### src/rtl/breakout_pkg.sv
// Shared playfield geometry, ball FSM states and direction encodings
// for the ball, bar and block modules.
package breakout_pkg;

    localparam int W_SCREEN = 640;
    localparam int H_SCREEN = 480;
    localparam int R_BALL   = 8;
    localparam int COORD_W  = 10;

    typedef enum logic [1:0] {
        IDLE = 2'd0,
        MOVE = 2'd1,
        LOST = 2'd2
    } state_e;

    localparam logic DIR_RIGHT = 1'b1;
    localparam logic DIR_LEFT  = 1'b0;
    localparam logic DIR_DOWN  = 1'b1;
    localparam logic DIR_UP    = 1'b0;

    // One step along an axis, clamped to [lo, hi] so the unsigned sum never wraps.
    function automatic logic [COORD_W-1:0] step_clamp(
        input logic [COORD_W-1:0] pos,
        input logic [COORD_W-1:0] spd,
        input logic               inc,
        input logic [COORD_W-1:0] lo,
        input logic [COORD_W-1:0] hi
    );
        logic [COORD_W-1:0] result;
        if (inc) begin
            result = (pos >= hi - spd) ? hi : pos + spd;
        end else begin
            result = (pos <= lo + spd) ? lo : pos - spd;
        end
        return result;
    endfunction

endpackage

### src/rtl/ball_tick.sv
// Motion-step timer: counts 0..TICK_CYCLES-1 and pulses tick for one cycle
// at the wrap; a synchronous clear holds the count at zero.
module ball_tick #(
    parameter int TICK_CYCLES = 250000
) (
    input  logic clock,
    input  logic reset,
    input  logic clear,
    output logic tick
);

    localparam int CNT_W = (TICK_CYCLES > 1) ? $clog2(TICK_CYCLES) : 1;
    localparam logic [CNT_W-1:0] LAST = CNT_W'(TICK_CYCLES - 1);

    logic [CNT_W-1:0] count_q;
    logic [CNT_W-1:0] count_d;

    always_comb begin
        count_d = count_q + CNT_W'(1);
        if (clear || (count_q == LAST)) begin
            count_d = '0;
        end
    end

    always_ff @(posedge clock or negedge reset) begin
        if (!reset) begin
            count_q <= '0;
        end else begin
            count_q <= count_d;
        end
    end

    assign tick = (count_q == LAST) && !clear;

endmodule

### src/rtl/ball_motion.sv
// Ball position/direction owner: steps once per tick, bounces off blocks, bar and walls.
// Define BALL_SPEEDUP_EN to raise the step size with the block-hit count.
module ball_motion #(
    parameter int W_SCREEN    = breakout_pkg::W_SCREEN,
    parameter int H_SCREEN    = breakout_pkg::H_SCREEN,
    parameter int R_BALL      = breakout_pkg::R_BALL,
    parameter int X_START     = 320,
    parameter int Y_START     = 400,
    parameter int TICK_CYCLES = 250000,
    parameter int COOLDOWN    = 4
) (
    input  logic       clock,
    input  logic       reset,
    input  logic       start,
    input  logic       hit_block_u,
    input  logic       hit_block_d,
    input  logic       hit_block_l,
    input  logic       hit_block_r,
    input  logic       hit_bar,
    output logic [9:0] x_ball,
    output logic [9:0] y_ball,
    output logic [9:0] next_x,
    output logic [9:0] next_y,
    output logic       dir_x,
    output logic       dir_y,
    output logic       lost,
    output logic [7:0] hits
);

    import breakout_pkg::*;

    localparam logic [9:0] X_MIN = 10'(R_BALL);
    localparam logic [9:0] X_MAX = 10'(W_SCREEN - 1 - R_BALL);
    localparam logic [9:0] Y_MIN = 10'(R_BALL);
    localparam logic [9:0] Y_MAX = 10'(H_SCREEN - 1 - R_BALL);
    localparam logic [9:0] X_INIT = 10'(X_START);
    localparam logic [9:0] Y_INIT = 10'(Y_START);
    localparam int CD_W = (COOLDOWN > 0) ? $clog2(COOLDOWN + 1) : 1;

    state_e          state_q, state_d;
    logic [9:0]      x_q, x_d;
    logic [9:0]      y_q, y_d;
    logic            dx_q, dx_d;
    logic            dy_q, dy_d;
    logic [7:0]      hits_q, hits_d;
    logic [CD_W-1:0] cooldown_q, cooldown_d;
    logic            tick;
    logic [9:0]      speed;
    logic            block_hit;
    logic            honour;

`ifdef BALL_SPEEDUP_EN
    logic [4:0] hits_div;
    always_comb begin
        hits_div = hits_q[7:3];
        speed    = (hits_div >= 5'd3) ? 10'd4 : 10'(hits_div) + 10'd1;
    end
`else
    assign speed = 10'd1;
`endif

    ball_tick #(
        .TICK_CYCLES (TICK_CYCLES)
    ) u_tick (
        .clock (clock),
        .reset (reset),
        .clear (state_q != MOVE),
        .tick  (tick)
    );

    assign next_x = step_clamp(x_q, speed, dx_q, X_MIN, X_MAX);
    assign next_y = step_clamp(y_q, speed, dy_q, Y_MIN, Y_MAX);

    assign block_hit = hit_block_u | hit_block_d | hit_block_l | hit_block_r;
    assign honour    = block_hit && (cooldown_q == '0);

    always_comb begin
        state_d    = state_q;
        x_d        = x_q;
        y_d        = y_q;
        dx_d       = dx_q;
        dy_d       = dy_q;
        hits_d     = hits_q;
        cooldown_d = cooldown_q;

        case (state_q)
            IDLE, LOST: begin
                if (start) begin
                    state_d    = MOVE;
                    x_d        = X_INIT;
                    y_d        = Y_INIT;
                    dx_d       = DIR_RIGHT;
                    dy_d       = DIR_UP;
                    hits_d     = '0;
                    cooldown_d = '0;
                end
            end
            MOVE: begin
                if (y_q >= Y_MAX) begin
                    state_d = LOST;
                end else begin
                    if (tick) begin
                        x_d = next_x;
                        y_d = next_y;
                        if (cooldown_q != '0) begin
                            cooldown_d = cooldown_q - CD_W'(1);
                        end
                    end
                    // Later assignments win: blocks, then bar, then walls.
                    if (honour) begin
                        if (hit_block_l) dx_d = DIR_LEFT;
                        if (hit_block_r) dx_d = DIR_RIGHT;
                        if (hit_block_d) dy_d = DIR_DOWN;
                        if (hit_block_u) dy_d = DIR_UP;
                        cooldown_d = CD_W'(COOLDOWN);
                        if (hits_q != 8'hFF) begin
                            hits_d = hits_q + 8'd1;
                        end
                    end
                    if (hit_bar) dy_d = DIR_UP;
                    if (x_q <= X_MIN) dx_d = DIR_RIGHT;
                    if (x_q >= X_MAX) dx_d = DIR_LEFT;
                    if (y_q <= Y_MIN) dy_d = DIR_DOWN;
                end
            end
            default: begin
                state_d = IDLE;
            end
        endcase
    end

    always_ff @(posedge clock or negedge reset) begin
        if (!reset) begin
            state_q    <= IDLE;
            x_q        <= X_INIT;
            y_q        <= Y_INIT;
            dx_q       <= DIR_RIGHT;
            dy_q       <= DIR_UP;
            hits_q     <= '0;
            cooldown_q <= '0;
        end else begin
            state_q    <= state_d;
            x_q        <= x_d;
            y_q        <= y_d;
            dx_q       <= dx_d;
            dy_q       <= dy_d;
            hits_q     <= hits_d;
            cooldown_q <= cooldown_d;
        end
    end

    assign x_ball = x_q;
    assign y_ball = y_q;
    assign dir_x  = dx_q;
    assign dir_y  = dy_q;
    assign hits   = hits_q;
    assign lost   = (state_q == LOST);

endmodule

### config.mk
export PLATFORM = sky130hd
export DESIGN_NAME = ball_motion
export DESIGN_NICKNAME = d
export VERILOG_FILES = /design/src/rtl/breakout_pkg.sv /design/src/rtl/ball_tick.sv /design/src/rtl/ball_motion.sv
export SDC_FILE = /design/constraint.sdc
export NUM_CORES = 1
export LEC_CHECK = 0
export CORE_ASPECT_RATIO = 0.8
export CORE_UTILIZATION = 31
export CTS_CLUSTER_DIAMETER = 150
export DETAILED_ROUTE_END_ITERATION = 10
export HOLD_SLACK_MARGIN = 0.03
export SYNTH_ARGS = -nofsm -noshare
export SYNTH_HDL_FRONTEND = slang
export SYNTH_SLANG_ARGS = --single-unit
### constraint.sdc
create_clock -name clock -period 7.03 [get_ports clock]
set_clock_uncertainty 0.15 [all_clocks]
set_input_delay 2.109 -clock clock [delete_from_list [all_inputs] [get_ports clock]]
set_output_delay 2.109 -clock clock [all_outputs]
set_load 0.05 [all_outputs]
==> metrics.md <==
| Metric | Value |
|---|---|
| Final Hold Viols | `0` |
| EDFF count, synth | `0` |
| Tmin final | `5.52 ns` |
| Setup TNS | `0 ns` |
| Relative slew slack | `between 40 and 50%` |
| Syn Nets | `440` |
| Starting density of the core | `32.4%` |
| Largest net degree at the start of global routing | `54` |
| Final Non-Filler Cells | `around 610` |
| CP Capture Type | `primary output` |
| Worst hold path class | `register to register` |
| ANT nets after route | `0` |
| Post-CTS Resized | `0` |
| FF-to-FF End | `y_ball[1]$_DFFE_PN0P_` |
| Tcrit/Tclk final | `about four fifths` |
| Synth cell types | `66` |
| CP Launch Type | `register` |
| H-tree depth | `2` |
| Synth Warn # | `0` |
| Synth Cell Area | `roughly 3600 um^2` |
| R2R cell count | `6` |
| Pleak | `roughly 1.8 nW` |
| VDD IR-drop max | `~0.15 mV` |
| Filler Cell Count | `roughly 1,100` |
| Ant diodes | `0` |
| GP Congestion | `0.897` |
| WP data arrival | `3.26 ns` |
| Total die area | `12,100 um^2` |
| Chip Width | `between 100 and 150 um` |
| Fmax | `~180 MHz` |
| Routed length per placed instance | `15.8 um` |
| Yosys top cell area share | `roughly a third` |
| Multi-input logic area | `roughly 2100 um^2` |
| Crit Path Category | `register to primary output` |
| Crit Path Max Fanout | `8` |
| Final core occ | `between 30 and 40%` |
| First-pass GRT wire length | `about 16 mm` |
| Area contributors post-synth | `dfrtp_1 33%, nor2_1 5.0%, dfstp_2 4.4%` |
| Req. time, crit path | `4.77 ns` |
| Cts hold-fix bufs | `0` |
| I/O Pins | `59` |
| Worst-case clock buffer depth | `2` |
| Vias post-DR | `around 3,400` |
| Die Span Y | `98.4 um` |
| Slew @ Worst Pin | `~0.84 ns` |
| Synth Flop Type | `dfrtp_1` |
| GRT overflow | `0` |
| CTS clk-pin slew, worst paths | `0.07 ns` |
| Final nets | `482` |
| Number of global-route vias before repair | `approximately 3,200` |
| Buffers on Ports | `58` |
| Fraction of layout cells with a size suffix above 1 | `about 5.8%` |
| # Post-CTS Setup Buffers | `0` |
| Root Buffer | `clkbuf_16` |
| CTS sink count | `between 50 and 60` |
| Cell taking the most area after synthesis | `dfrtp_1` |
| Total wire length | `roughly 9.6 mm` |
| Placed cells | `roughly 600` |
| Hold_sp | `cooldown_q[0]$_DFFE_PN0P_` |
| Post-synthesis sequential area ratio | `37.0%` |
| Hold endpoint | `cooldown_q[0]$_DFFE_PN0P_` |
| Detailed Routing Iterations Pass 1 | `4` |
| FFs w/ async S/R, synth | `100%` |
| Area grow syn2layout | `22.9%` |
| Initial DRC count | `around 190` |
| Setup violations, final | `0` |
| CTS tree | `yes` |
| Via density | `~5.5` |
| CTS buffer count | `5` |
| Cell Area, Placed | `between 4000 and 5000 um^2` |
| Seq. cell area | `~1300 um^2` |
| Clock Latency Late Sink | `~0.30 ns` |
| Initial antenna violation count | `0` |
| Synth top cells by count | `48 x nor2_1, 47 x dfrtp_1, 30 x nand2_1, 19 x nand3_1, 19 x o21ai_0` |
| Final Max Slew Viols | `0` |
| Core Rows | `34` |
| Hold path depth | `1` |
| Design Area, Final | `between 4000 and 5000 um^2` |
| DRC viols | `0` |
| RSZ-0062 raised after global routing | `no` |
| Most common cell in the netlist | `nor2_1` |
| Outcome | `finished, final reports clean` |
| Max_cap viols | `0` |
| Worst reg-to-reg setup slack | `4.26 ns` |
| Worst r2r src | `y_ball[0]$_DFFE_PN0P_` |
| HPWL after DPL | `slightly below 7 mm` |
| Overall Global Routing Usage | `16.7%` |
| Cells after Synth | `420` |
| Yosys reg bits | `53` |
| Area of the core | `between 10,000 and 15,000 um^2` |
| Post-Syn Area per Cell | `8.57 um^2` |
| Cell area power density | `approximately 250 nW/um^2` |
worst max-delay path: stages (launching register included):
cell,delay (ns)
dfrtp_1,0.47
inv_1,0.13
ha_1,0.22
or3b_1,0.41
nor3_1,0.48
a31oi_1,0.16
a22oi_1,0.24
clkdlybuf4s50_1,0.85
metrics by stage:
stage / setup WS (ns) / hold WS (ns) / total power (W)
global placement: 1.86 / 0.328 / 0.000819
CTS: 1.53 / 0.342 / 0.00112
floorplan: 1.88 / 0.301 / 0.000685
finish: 1.51 / 0.335 / 0.00110
detailed placement: 1.87 / 0.331 / 0.000821
global route: 1.32 / 0.358 / 0.00116
logic make-up after synthesis:
logic type,after synthesis,share of synthesized area [%]
buffers and inverters,41,4.73
DFF,53,37.0
AOI/OAI and AO/OA,108,22.0
muxes,2,0.556
and+or+nand+nor,179,25.4
adders and majority gates,12,4.17
xor gates and xnor gates,25,6.08
worst max path at each step:
stage | slack, ns | endpoint | cells after the start | from
detailed placement | 1.87 | next_y[8] | 9 | y_ball[0]$_DFFE_PN0P_
floorplan | 1.88 | next_y[4] | 6 | y_ball[0]$_DFFE_PN0P_
finish | 1.51 | next_x[8] | 7 | x_ball[1]$_DFFE_PN0P_
global placement | 1.86 | next_x[8] | 7 | x_ball[1]$_DFFE_PN0P_
CTS | 1.53 | next_y[8] | 9 | y_ball[0]$_DFFE_PN0P_
global route | 1.32 | next_x[8] | 7 | x_ball[0]$_DFFE_PN0P_
flip-flops by register name, summed over array words and instances (netlist names):
register / cells
state_q: 2
u_tick.count_q: 18
cooldown_q: 3
x_ball: 10
hits: 8
dir_y: 1
dir_x: 1
y_ball: 10
metal layers:
layer  vias to the layer above  global-route usage (%)  part of all wire (%)  wire, um
li1                       1623                       -                     -         -
met1                      1618                    24.5                    51      4840
met2                       107                    24.8                    43      4140
met3                        11                    3.21                   5.0       481
met4                         0                    4.60                   1.2       116
met5                         -                       0                     0         0
where the power goes:
part | switching (W) | leakage [nW] | internal (W)
clock network | 0.000118 | 0.0842 | 0.000169
registers | 0.0000517 | 0.700 | 0.000339
logic | 0.000278 | 1.04 | 0.000147
total | 0.000449 | 1.82 | 0.000655
layout by cell type (no fill, tap or decap), drive strengths merged, types with 3 or more instances in the layout:
| cell | n |
|---|---|
| a21o | 3 |
| a21oi | 18 |
| a221o | 4 |
| a221oi | 3 |
| a22o | 8 |
| a31oi | 4 |
| and2 | 6 |
| and3 | 13 |
| and4 | 3 |
| clkbuf | 5 |
| clkdlybuf4s50 | 57 |
| dfrtp | 47 |
| dfstp | 6 |
| ha | 12 |
| inv | 18 |
| nand2 | 30 |
| nand2b | 5 |
| nand3 | 19 |
| nand4 | 7 |
| nor2 | 49 |
| nor2b | 4 |
| nor3 | 14 |
| nor4 | 11 |
| o211a | 3 |
| o21a | 4 |
| o21ai | 25 |
| o221ai | 4 |
| o22a | 4 |
| o2bb2ai | 3 |
| o31ai | 4 |
| or2 | 5 |
| or3 | 3 |
| or4 | 3 |
| xnor2 | 14 |
| xor2 | 11 |
cell type report:
cell class / count / area share [%]
Inverter: 17 / 1.44
Clock inverter: 3 / 0.989
Sequential cell: 53 / 30.1
Clock buffer: 5 / 2.83
Timing Repair Buffer: 59 / 13.2
Tap cell: 144 / 4.07
Multi-Input combinational cell: 326 / 47.4
(Power assumes the default switching activity.)
